===== config.mk =====
export PLATFORM = sky130hd
export DESIGN_NAME = add16_rr_sharer
export DESIGN_NICKNAME = d
export VERILOG_FILES = /design/src/rtl/add16_rr_sharer.sv
export SDC_FILE = /design/constraint.sdc
export NUM_CORES = 1
export LEC_CHECK = 0
export ABC_AREA = 1
export CAP_MARGIN = 20
export CORE_AREA = 2 2 84 126
export DETAILED_ROUTE_END_ITERATION = 10
export DIE_AREA = 0 0 86 128
export PLACE_DENSITY_LB_ADDON = 0.2
export SLEW_MARGIN = 40
export SYNTH_ARGS = -nofsm -noshare
export SYNTH_HDL_FRONTEND = slang
export SYNTH_SLANG_ARGS = --single-unit

===== constraint.sdc =====
create_clock -name clk -period 5.5 [get_ports clk]
set_input_delay 1.1 -clock clk [delete_from_list [all_inputs] [get_ports clk]]
set_output_delay 1.1 -clock clk [all_outputs]
set_load 0.01 [all_outputs]

===== src/rtl/add16_rr_sharer.sv =====
// add16_rr_sharer: round-robin scheduler time-sharing one external W+W->W+1 adder among N_REQ requesters.
// Two-stage pipeline: stage 1 registers the operands onto the adder inputs, stage 2 captures its sum.
module add16_rr_sharer #(
  parameter int N_REQ = 4,
  parameter int W     = 16,
  parameter int IDW   = $clog2(N_REQ)
) (
  input  logic                 clk,
  input  logic                 rst_n,
  input  logic [N_REQ-1:0]     req_valid,
  input  logic [N_REQ*W-1:0]   req_a,
  input  logic [N_REQ*W-1:0]   req_b,
  output logic [N_REQ-1:0]     req_ready,
  output logic [W-1:0]         add_a,
  output logic [W-1:0]         add_b,
  input  logic [W:0]           add_o,
  output logic                 res_valid,
  output logic [W:0]           res_data,
  output logic [IDW-1:0]       res_id,
  input  logic                 res_ready
);
  logic           s1_valid_q, s1_valid_d, res_valid_q, res_valid_d;
  logic [IDW-1:0] s1_id_q, s1_id_d, last_q, last_d, res_id_q, res_id_d;
  logic [W-1:0]   add_a_q, add_a_d, add_b_q, add_b_d;
  logic [W:0]     res_data_q, res_data_d;
  logic [IDW-1:0] gnt, cand;
  logic           found, s1_free, s2_free, xfer, adv;
  // First valid requester after the most recently accepted one wins.
  always_comb begin
    gnt   = last_q;
    cand  = '0;
    found = 1'b0;
    for (int k = 1; k <= N_REQ; k++) begin
      cand = IDW'((int'(last_q) + k) % N_REQ);
      if (!found && req_valid[cand]) begin
        found = 1'b1;
        gnt   = cand;
      end
    end
  end
  assign s2_free   = !res_valid_q | res_ready;
  assign s1_free   = !s1_valid_q | s2_free;
  assign xfer      = found & s1_free;
  assign adv       = s1_valid_q & s2_free;
  assign req_ready = (rst_n && xfer) ? {{(N_REQ-1){1'b0}}, 1'b1} << gnt : '0;
  always_comb begin
    s1_valid_d  = xfer | (s1_valid_q & !s2_free);
    s1_id_d     = xfer ? gnt : s1_id_q;
    last_d      = xfer ? gnt : last_q;
    add_a_d     = xfer ? req_a[int'(gnt)*W +: W] : add_a_q;
    add_b_d     = xfer ? req_b[int'(gnt)*W +: W] : add_b_q;
    res_valid_d = adv | (res_valid_q & !res_ready);
    res_data_d  = adv ? add_o : res_data_q;
    res_id_d    = adv ? s1_id_q : res_id_q;
  end
  always_ff @(posedge clk or negedge rst_n) begin
    if (!rst_n) begin
      s1_valid_q  <= 1'b0;
      s1_id_q     <= '0;
      last_q      <= IDW'(N_REQ - 1);
      add_a_q     <= '0;
      add_b_q     <= '0;
      res_valid_q <= 1'b0;
      res_data_q  <= '0;
      res_id_q    <= '0;
    end else begin
      s1_valid_q  <= s1_valid_d;
      s1_id_q     <= s1_id_d;
      last_q      <= last_d;
      add_a_q     <= add_a_d;
      add_b_q     <= add_b_d;
      res_valid_q <= res_valid_d;
      res_data_q  <= res_data_d;
      res_id_q    <= res_id_d;
    end
  end
  assign add_a     = add_a_q;
  assign add_b     = add_b_q;
  assign res_valid = res_valid_q;
  assign res_data  = res_data_q;
  assign res_id    = res_id_q;
endmodule

Yosys cells after proc, flatten, opt, wreduce, memory -nomap -nowiden
Cells that the tools add are included.
Widths: inputs -> output; s select.
{"block": "classes", "bitwise": 8, "n_addsub": 4, "n_mux": 17, "magnitude_cmp": 4, "reduce_logical": 11, "n_shift": 3}
{"cell": "$shiftx 64x7->16", "count": 2}
{"cell": "$lt 2x3->1 const B", "count": 4}
{"cell": "$bmux 1 s2", "count": 4}
{"cell": "$mux 1", "count": 8}
{"cell": "$mux 2", "count": 4}
{"cell": "$logic_not 1->1", "count": 7}
{"cell": "$add 2x1->2 const B", "count": 2}
{"cell": "$add 2x2->2 const B", "count": 2}
{"cell": "$and 1x1->1", "count": 4}
{"cell": "$logic_and 1x1->1", "count": 4}
{"cell": "$mux 4", "count": 1}
{"cell": "$or 1x1->1", "count": 4}
{"cell": "$shl 1x2->4 const A", "count": 1}
{"block": "word_totals", "ff_bits": 57, "input_bits": 152, "out_inout_bits": 56}

Depth between registers and ports, before layout
Gate-level depths: netlist of run 1.
{"block": "logic_depth", "ltp_word": 16, "mapped_depth": 15, "ltp_nobuf": 13}

Least setup slack after synthesis of run 1
OpenSTA, ideal clock, no wires.
{"block": "synth_timing", "path_kind": "input -> output", "start": "in req_valid[0]", "end": "out req_ready[0]", "t_arrival_ns": 2.188, "slack_ns": 2.212, "n_path_buf": 1, "path_stages": 11, "cell_sequence": "nand2_1 nand2_2 nand2_1 nand2_2 inv_4 nand3_2 clkinv_1 nand2_1 nand2_4 buf_4 nor3_1"}
{"block": "synth_between", "elab_chain_len": 15}
{"item": "start: declaration", "line": "10", "rtl": "input logic [N_REQ-1:0] req_valid,"}
{"item": "$bmux 1 s2", "line": "35", "rtl": "if (!found && req_valid[cand]) begin"}
{"item": "$mux 1 (implied by the code)", "line": "35"}
{"item": "$mux 1", "line": "35"}
{"item": "$logic_not 1->1", "line": "35"}
{"item": "$logic_and 1x1->1", "line": "35"}
{"item": "$mux 1", "line": "35"}
{"item": "$logic_not 1->1", "line": "35"}
{"item": "$logic_and 1x1->1", "line": "35"}
{"item": "$mux 1", "line": "35"}
{"item": "$logic_not 1->1", "line": "35"}
{"item": "$logic_and 1x1->1", "line": "35"}
{"item": "$mux 1", "line": "35"}
{"item": "$and 1x1->1", "line": "43", "rtl": "assign xfer = found & s1_free;"}
{"item": "$logic_and 1x1->1", "line": "45", "rtl": "assign req_ready = (rst_n && xfer) ? {{(N_REQ-1){1'b0}}, 1'b1} << gnt : '0;"}
{"item": "$mux 4 (*)", "line": "45"}
{"item": "end: declaration", "line": "13", "rtl": "output logic [N_REQ-1:0] req_ready,"}
Mark *: on every way between the ends. The rest lies on a longest branch, timed or not. The select of a mux whose other input is x is not followed.

Final worst setup path of run 1
{"block": "layout_timing", "start": "in req_valid[2]", "end": "out req_ready[0]"}
Same word-level chain as after synthesis.

==> metrics.txt, run 1 <==
synth top area cells=dfrtp_1 (35%), nand2_1 (22%), nand3_1 (17%), inv_1 (6.6%), mux2_2 (4.9%); area leader, netlist=dfrtp_1; largest net degree at the start of global routing=58; Critical Path End Type=output pin; worst-path cell chain=clkdlybuf4s50_1, nand2_1, nand3_1, nand2_2, nand2_4, nand2_4, nand2_4, nand2_4, nor3_1, clkdlybuf4s50_1; DR WL/cell=14.2 um; initial drt markers=223; status=finished clean; Fillers=877; crit path max fanout=35; core area=9970 um2; CTS Root Cell=clkbuf_16; Rel. slew slack=63.3%; leakage power total=3.13 nW; Tightest Hold Check Type=reg -> reg; CP Buf/Inv Count=2; fin crit share=84.7%; DIE HEIGHT=128 um; Req. time, crit path=4.40 ns; Worst-Skew Late Latency=0.32 ns; Hold-fix buffers, CTS=0; number of setup buffers added after CTS=0; CP top delay family=simple AND/OR/NAND/NOR gates; number of flops mapped to enable cells by yosys=0; Mapped Avg Cell Area=6.80 um2; vias in the first global route=4345; clock skew=0.00480 ns; DIE AREA=11000 um2; hold path depth=2; most used cell, CP=nand2_4; WP data arrival=3.56 ns; final WL=12600 um; Synth Register Bits=57; Finish-stage setup viols=0; CTS tree=yes; site row count=45; die width=86 um; Post-synth top cells=nand2_1 (224), nand3_1 (134), inv_1 (68); ys async rst share=100%; Mapped Area=3890 um2; DR pass1 iterations=5; PD cells=619 nW/um2; crit path time final=4.66 ns; count of max-cap constraint violations=0; num ports=208; gr ovfl total=0; Yosys cell types=26; H-tree Lvls=3; Least-Margin Pin Slew=0.548 ns; Max Slew Vio Count=0; syn_nets=724; fin nets=913; top_reg_cell synth=dfrtp_1; first-pass GRT wire length=20200 um; YS warnings=0; port buffer count=207; routed via count=4369; unrepaired setup endpoints after global routing=false; Critical Path Max Stage Delay=0.56 ns; Reg area=1430 um2; Num Clock Sinks=57; Core Util, Final=63.2%; Critical Path Stages=10; Detail Placement HPWL=9490 um; Syn Inst Count=572; area of the multi-input gates=1960 um2; Setup CP Type=in -> out; reg2reg path depth=12; ANT cells=0; setup_tns=0 ns; FMAX=0.215 GHz; most frequent cell after synthesis=nand2_1; register area share after synthesis=36.8%; ratio of cells with drive above 1 in the final layout=8.09%; routed vias/inst=4.95; maximum VDD drop=0.333 mV; area share of the largest cell type after synthesis=35.4%; clk buf depth=2; gp weighted congestion=0.915; total CTS buffers=9; area grow syn2layout=62.1%; Slowest-stage cell, CP=clkdlybuf4s50_1; Critical Path Source Type=input pin; Final Hold Violating Endpoints=0; initial antenna violation count=0; PostCTS Resize Cnt=0; Post-route DRC=0; starting density of the core=39.0%; Post-DRT Antenna Nets=0; overall routing resource usage=23.1%; Worst-path clk slew=0.05 ns
tightest hold or removal path, cell delays in order (launching register included):
cell and delay (ns):
dfrtp_1 0.34, nand2_1 0.05, nand2_1 0.05
layout by cell type, fill, tap and decap left out, types with 4 or more instances in the layout:
cell             Yosys  layout
nand3_1            134     134
clkbuf_16            0       9
dfrtp_1             55      55
inv_1               68      68
mux2_2              17      17
nand2_1            224     223
nand2_2              6       7
clkdlybuf4s50_1      0     206
nand2_4              7       7
nor3_1               4       4
o21ai_0              6       6
final timing paths:
check	from	end	slack (ns)
max in group asynchronous	rst_n	add_a[4]$_DFFE_PN0P_	4.18
max	req_valid[2]	req_ready[0]	0.84
min	add_a[10]$_DFFE_PN0P_	add_a[10]$_DFFE_PN0P_	0.48
min reg2reg	add_a[10]$_DFFE_PN0P_	add_a[10]$_DFFE_PN0P_	0.48
max reg2reg	last_q[0]$_DFFE_PN1P_	add_a[15]$_DFFE_PN0P_	2.99
min in group asynchronous	rst_n	res_data[11]$_DFFE_PN0P_	0.83
cell families after synthesis:
group | Yosys count | synth area share, %
AND/OR/NAND/NOR | 380 | 43.7
buffers and inverters | 107 | 13.0
flip-flops | 57 | 36.8
multiplexers | 17 | 4.92
AO/OA/AOI/OAI | 11 | 1.58
power by group:
group          leakage [nW]  switching (W)  total, W  internal (W)
Sequential            0.673       0.000107  0.000721      0.000614
Clock                 0.166       0.000186  0.000640      0.000453
Combinational          2.29        0.00156   0.00254      0.000982
Total                  3.13        0.00185   0.00390       0.00205
stage by stage:
step | instances | total power [W] | area, um2 | hold slack (ns) | setup WS [ns]
after floorplan | 572 | 0.00259 | 3890 | 0.473 | 2.21
after global placement | 865 | 0.00318 | 5910 | 0.462 | 0.903
after detailed placement | 866 | 0.00328 | 5930 | 0.465 | 0.826
after CTS | 882 | 0.00394 | 6280 | 0.478 | 0.820
after global routing | 883 | 0.00427 | 6300 | 0.500 | 0.641
final | 883 | 0.00390 | 6300 | 0.476 | 0.842
final cells by class:
cell class,count,share of cell area [%]
Clock buffer,11,3.85
Clock inverter,5,1.63
Inverter,73,4.47
Multi-Input combinational cell,408,31.1
Sequential cell,57,22.7
Tap cell,117,2.32
Timing Repair Buffer,212,33.9
sequential cells by signal (all words and copies together) (netlist names):
register / count
add_a: 16
res_valid: 1
res_data: 17
s1_valid_q: 1
add_b: 16
s1_id_q: 2
res_id: 2
last_q: 2
layer usage:
metal / track usage (%) / share of wire, %
met1: 27.4 / 40
met2: 40.6 / 52
met5: 0 / 0
met4: 8.68 / 1.9
met3: 4.51 / 6.1
No activity file was read; power rests on OpenSTA's default activity.
==> run 2, diff against run 1 <==
Clock period 5.5 ns to 4.4 ns, I/O delays scaled along.
==> metrics.txt, run 2 (synthesis gave the netlist of run 1 again) <==
Finish-stage setup viols=0 (unchanged); DIE HEIGHT=128 um (unchanged); fin nets=920 (+0.77%); gp weighted congestion=0.917 (+0.24%); overall routing resource usage=24.0% (+0.98 points); starting density of the core=39.0% (unchanged); setup_tns=0 ns (unchanged); Least-Margin Pin Slew=0.538 ns (-0.0104 ns); Tightest Hold Check Type=reg -> reg; Setup CP Type=in -> out; ANT cells=0 (unchanged); worst-path cell chain=clkdlybuf4s50_1, nand2_1, nand2_1, nand2_1, nand2_2, inv_4, nand3_2, clkinv_1, nand2_1, nand2_4, nor3_1, clkdlybuf4s50_1; Post-DRT Antenna Nets=0 (unchanged); gr ovfl total=0 (unchanged); total CTS buffers=9 (unchanged); Worst-Skew Late Latency=0.33 ns (about the same); routed via count=4366 (-0.069%); H-tree Lvls=3 (unchanged); count of max-cap constraint violations=0 (unchanged); site row count=45 (unchanged); CTS Root Cell=clkbuf_16; maximum VDD drop=0.402 mV (+21%); crit path time final=4.02 ns; initial drt markers=148 (-34%); CTS tree=yes; Largest register FFs=17 (unchanged); clk buf depth=2 (unchanged); Worst-path clk slew=0.05 ns (about the same); unrepaired setup endpoints after global routing=false; CP Buf/Inv Count=4 (+2); commonest non-fill, non-tap cell in the layout=nand2_1; Critical Path Source Type=input pin; Hold-fix buffers, CTS=0 (unchanged); first-pass GRT wire length=20800 um (+3.1%); Slowest-stage cell, CP=clkdlybuf4s50_1; Final Hold Violating Endpoints=0 (unchanged); ratio of cells with drive above 1 in the final layout=9.06% (+0.96 points); clock skew=0.00616 ns (+0.00136 ns); routed vias/inst=4.91 (-0.85%); final WL=12700 um (+1.3%); most used cell, CP=nand2_1; Critical Path End Type=output pin; initial antenna violation count=0 (unchanged); Req. time, crit path=3.52 ns (-0.88 ns); area grow syn2layout=62.3%; Max Slew Vio Count=0 (unchanged); number of setup buffers added after CTS=0 (unchanged); num ports=208 (unchanged); Num Clock Sinks=57 (unchanged); DR WL/cell=14.3 um (+0.50%); Post-route DRC=0 (unchanged); Core Util, Final=63.3% (+0.088 points); FMAX=0.249 GHz; DR pass1 iterations=4 (-1); Critical Path Max Stage Delay=0.60 ns (+0.04 ns); crit path max fanout=19 (-46%); port buffer count=207 (unchanged); core area=9970 um2 (unchanged); Detail Placement HPWL=9410 um (-0.79%); fin crit share=91.4%; vias in the first global route=4445 (+2.3%); PD cells=788 nW/um2 (+27%); most frequent cells in the layout=nand2_1 (223), clkdlybuf4s50_1 (206), nand3_1 (134), inv_1 (68), dfrtp_1 (55); CP top delay family=buffers and inverters; leakage power total=3.14 nW (+0.21%); Rel. slew slack=64.1% (+0.83 points); DIE AREA=11000 um2 (unchanged); die width=86 um (unchanged); status=finished clean; PostCTS Resize Cnt=0 (unchanged); WP data arrival=3.14 ns (-0.42 ns); largest net degree at the start of global routing=58 (unchanged)
run 2: final timing paths:
check / startpoint / endpoint / slack [ns] / cells past startpoint
setup / recovery: req_valid[2] / req_ready[0] / 0.38 / 12
hold / removal: add_a[3]$_DFFE_PN0P_ / add_a[3]$_DFFE_PN0P_ / 0.48 / 2
setup reg to reg: last_q[0]$_DFFE_PN1P_ / add_b[10]$_DFFE_PN0P_ / 1.98 / 14
hold reg to reg: add_a[3]$_DFFE_PN0P_ / add_a[3]$_DFFE_PN0P_ / 0.48 / 2
max in group asynchronous: rst_n / last_q[1]$_DFFE_PN1P_ / 3.36 / 2
min in group asynchronous: rst_n / add_a[11]$_DFFE_PN0P_ / 0.65 / 2
run 2: metrics by stage:
step | instances | total power (W) | hold slack [ns] | setup WS [ns] | instance area (um2)
after floorplan | 572 | 0.00324 | 0.473 | 1.55 | 3890
after global placement | 874 | 0.00415 | 0.464 | 0.595 | 5970
after detailed placement | 874 | 0.00423 | 0.465 | 0.433 | 5970
after CTS | 890 | 0.00502 | 0.480 | 0.408 | 6300
after global routing | 890 | 0.00547 | 0.499 | 0.276 | 6310
final | 890 | 0.00497 | 0.475 | 0.378 | 6310
run 2: report_power, final:
group | total (W) | leakage (nW) | internal (W) | switching (W)
clock | 0.000767 | 0.151 | 0.000511 | 0.000256
combinational | 0.00331 | 2.31 | 0.00130 | 0.00200
sequential | 0.000899 | 0.673 | 0.000766 | 0.000133
run 2: routing by layer:
| layer | track usage, % | share of wire (%) | vias up |
|---|---|---|---|
| met4 | 9.24 | 1.9 | 0 |
| met3 | 5.15 | 6.5 | 17 |
| li1 | - | - | 2182 |
| met1 | 25.9 | 38 | 1991 |
| met2 | 44.8 | 54 | 176 |
| met5 | 0 | 0 | - |
run 2: layout make-up:
| type | count | area, um2 |
|---|---|---|
| fillers | 883 | 3650 |
| repair buffers | 219 | 2160 |
| multi-input cells | 408 | 1960 |
| flip-flops and latches | 57 | 1430 |
| inverters | 73 | 282 |
| clock buffers | 10 | 239 |
| well taps | 117 | 146 |
| clock inverters | 6 | 91.3 |
run 2: tightest hold or removal path: stages (launching register included):
cell,delay [ns]
dfrtp_1,0.34
nand2_1,0.05
nand2_1,0.05
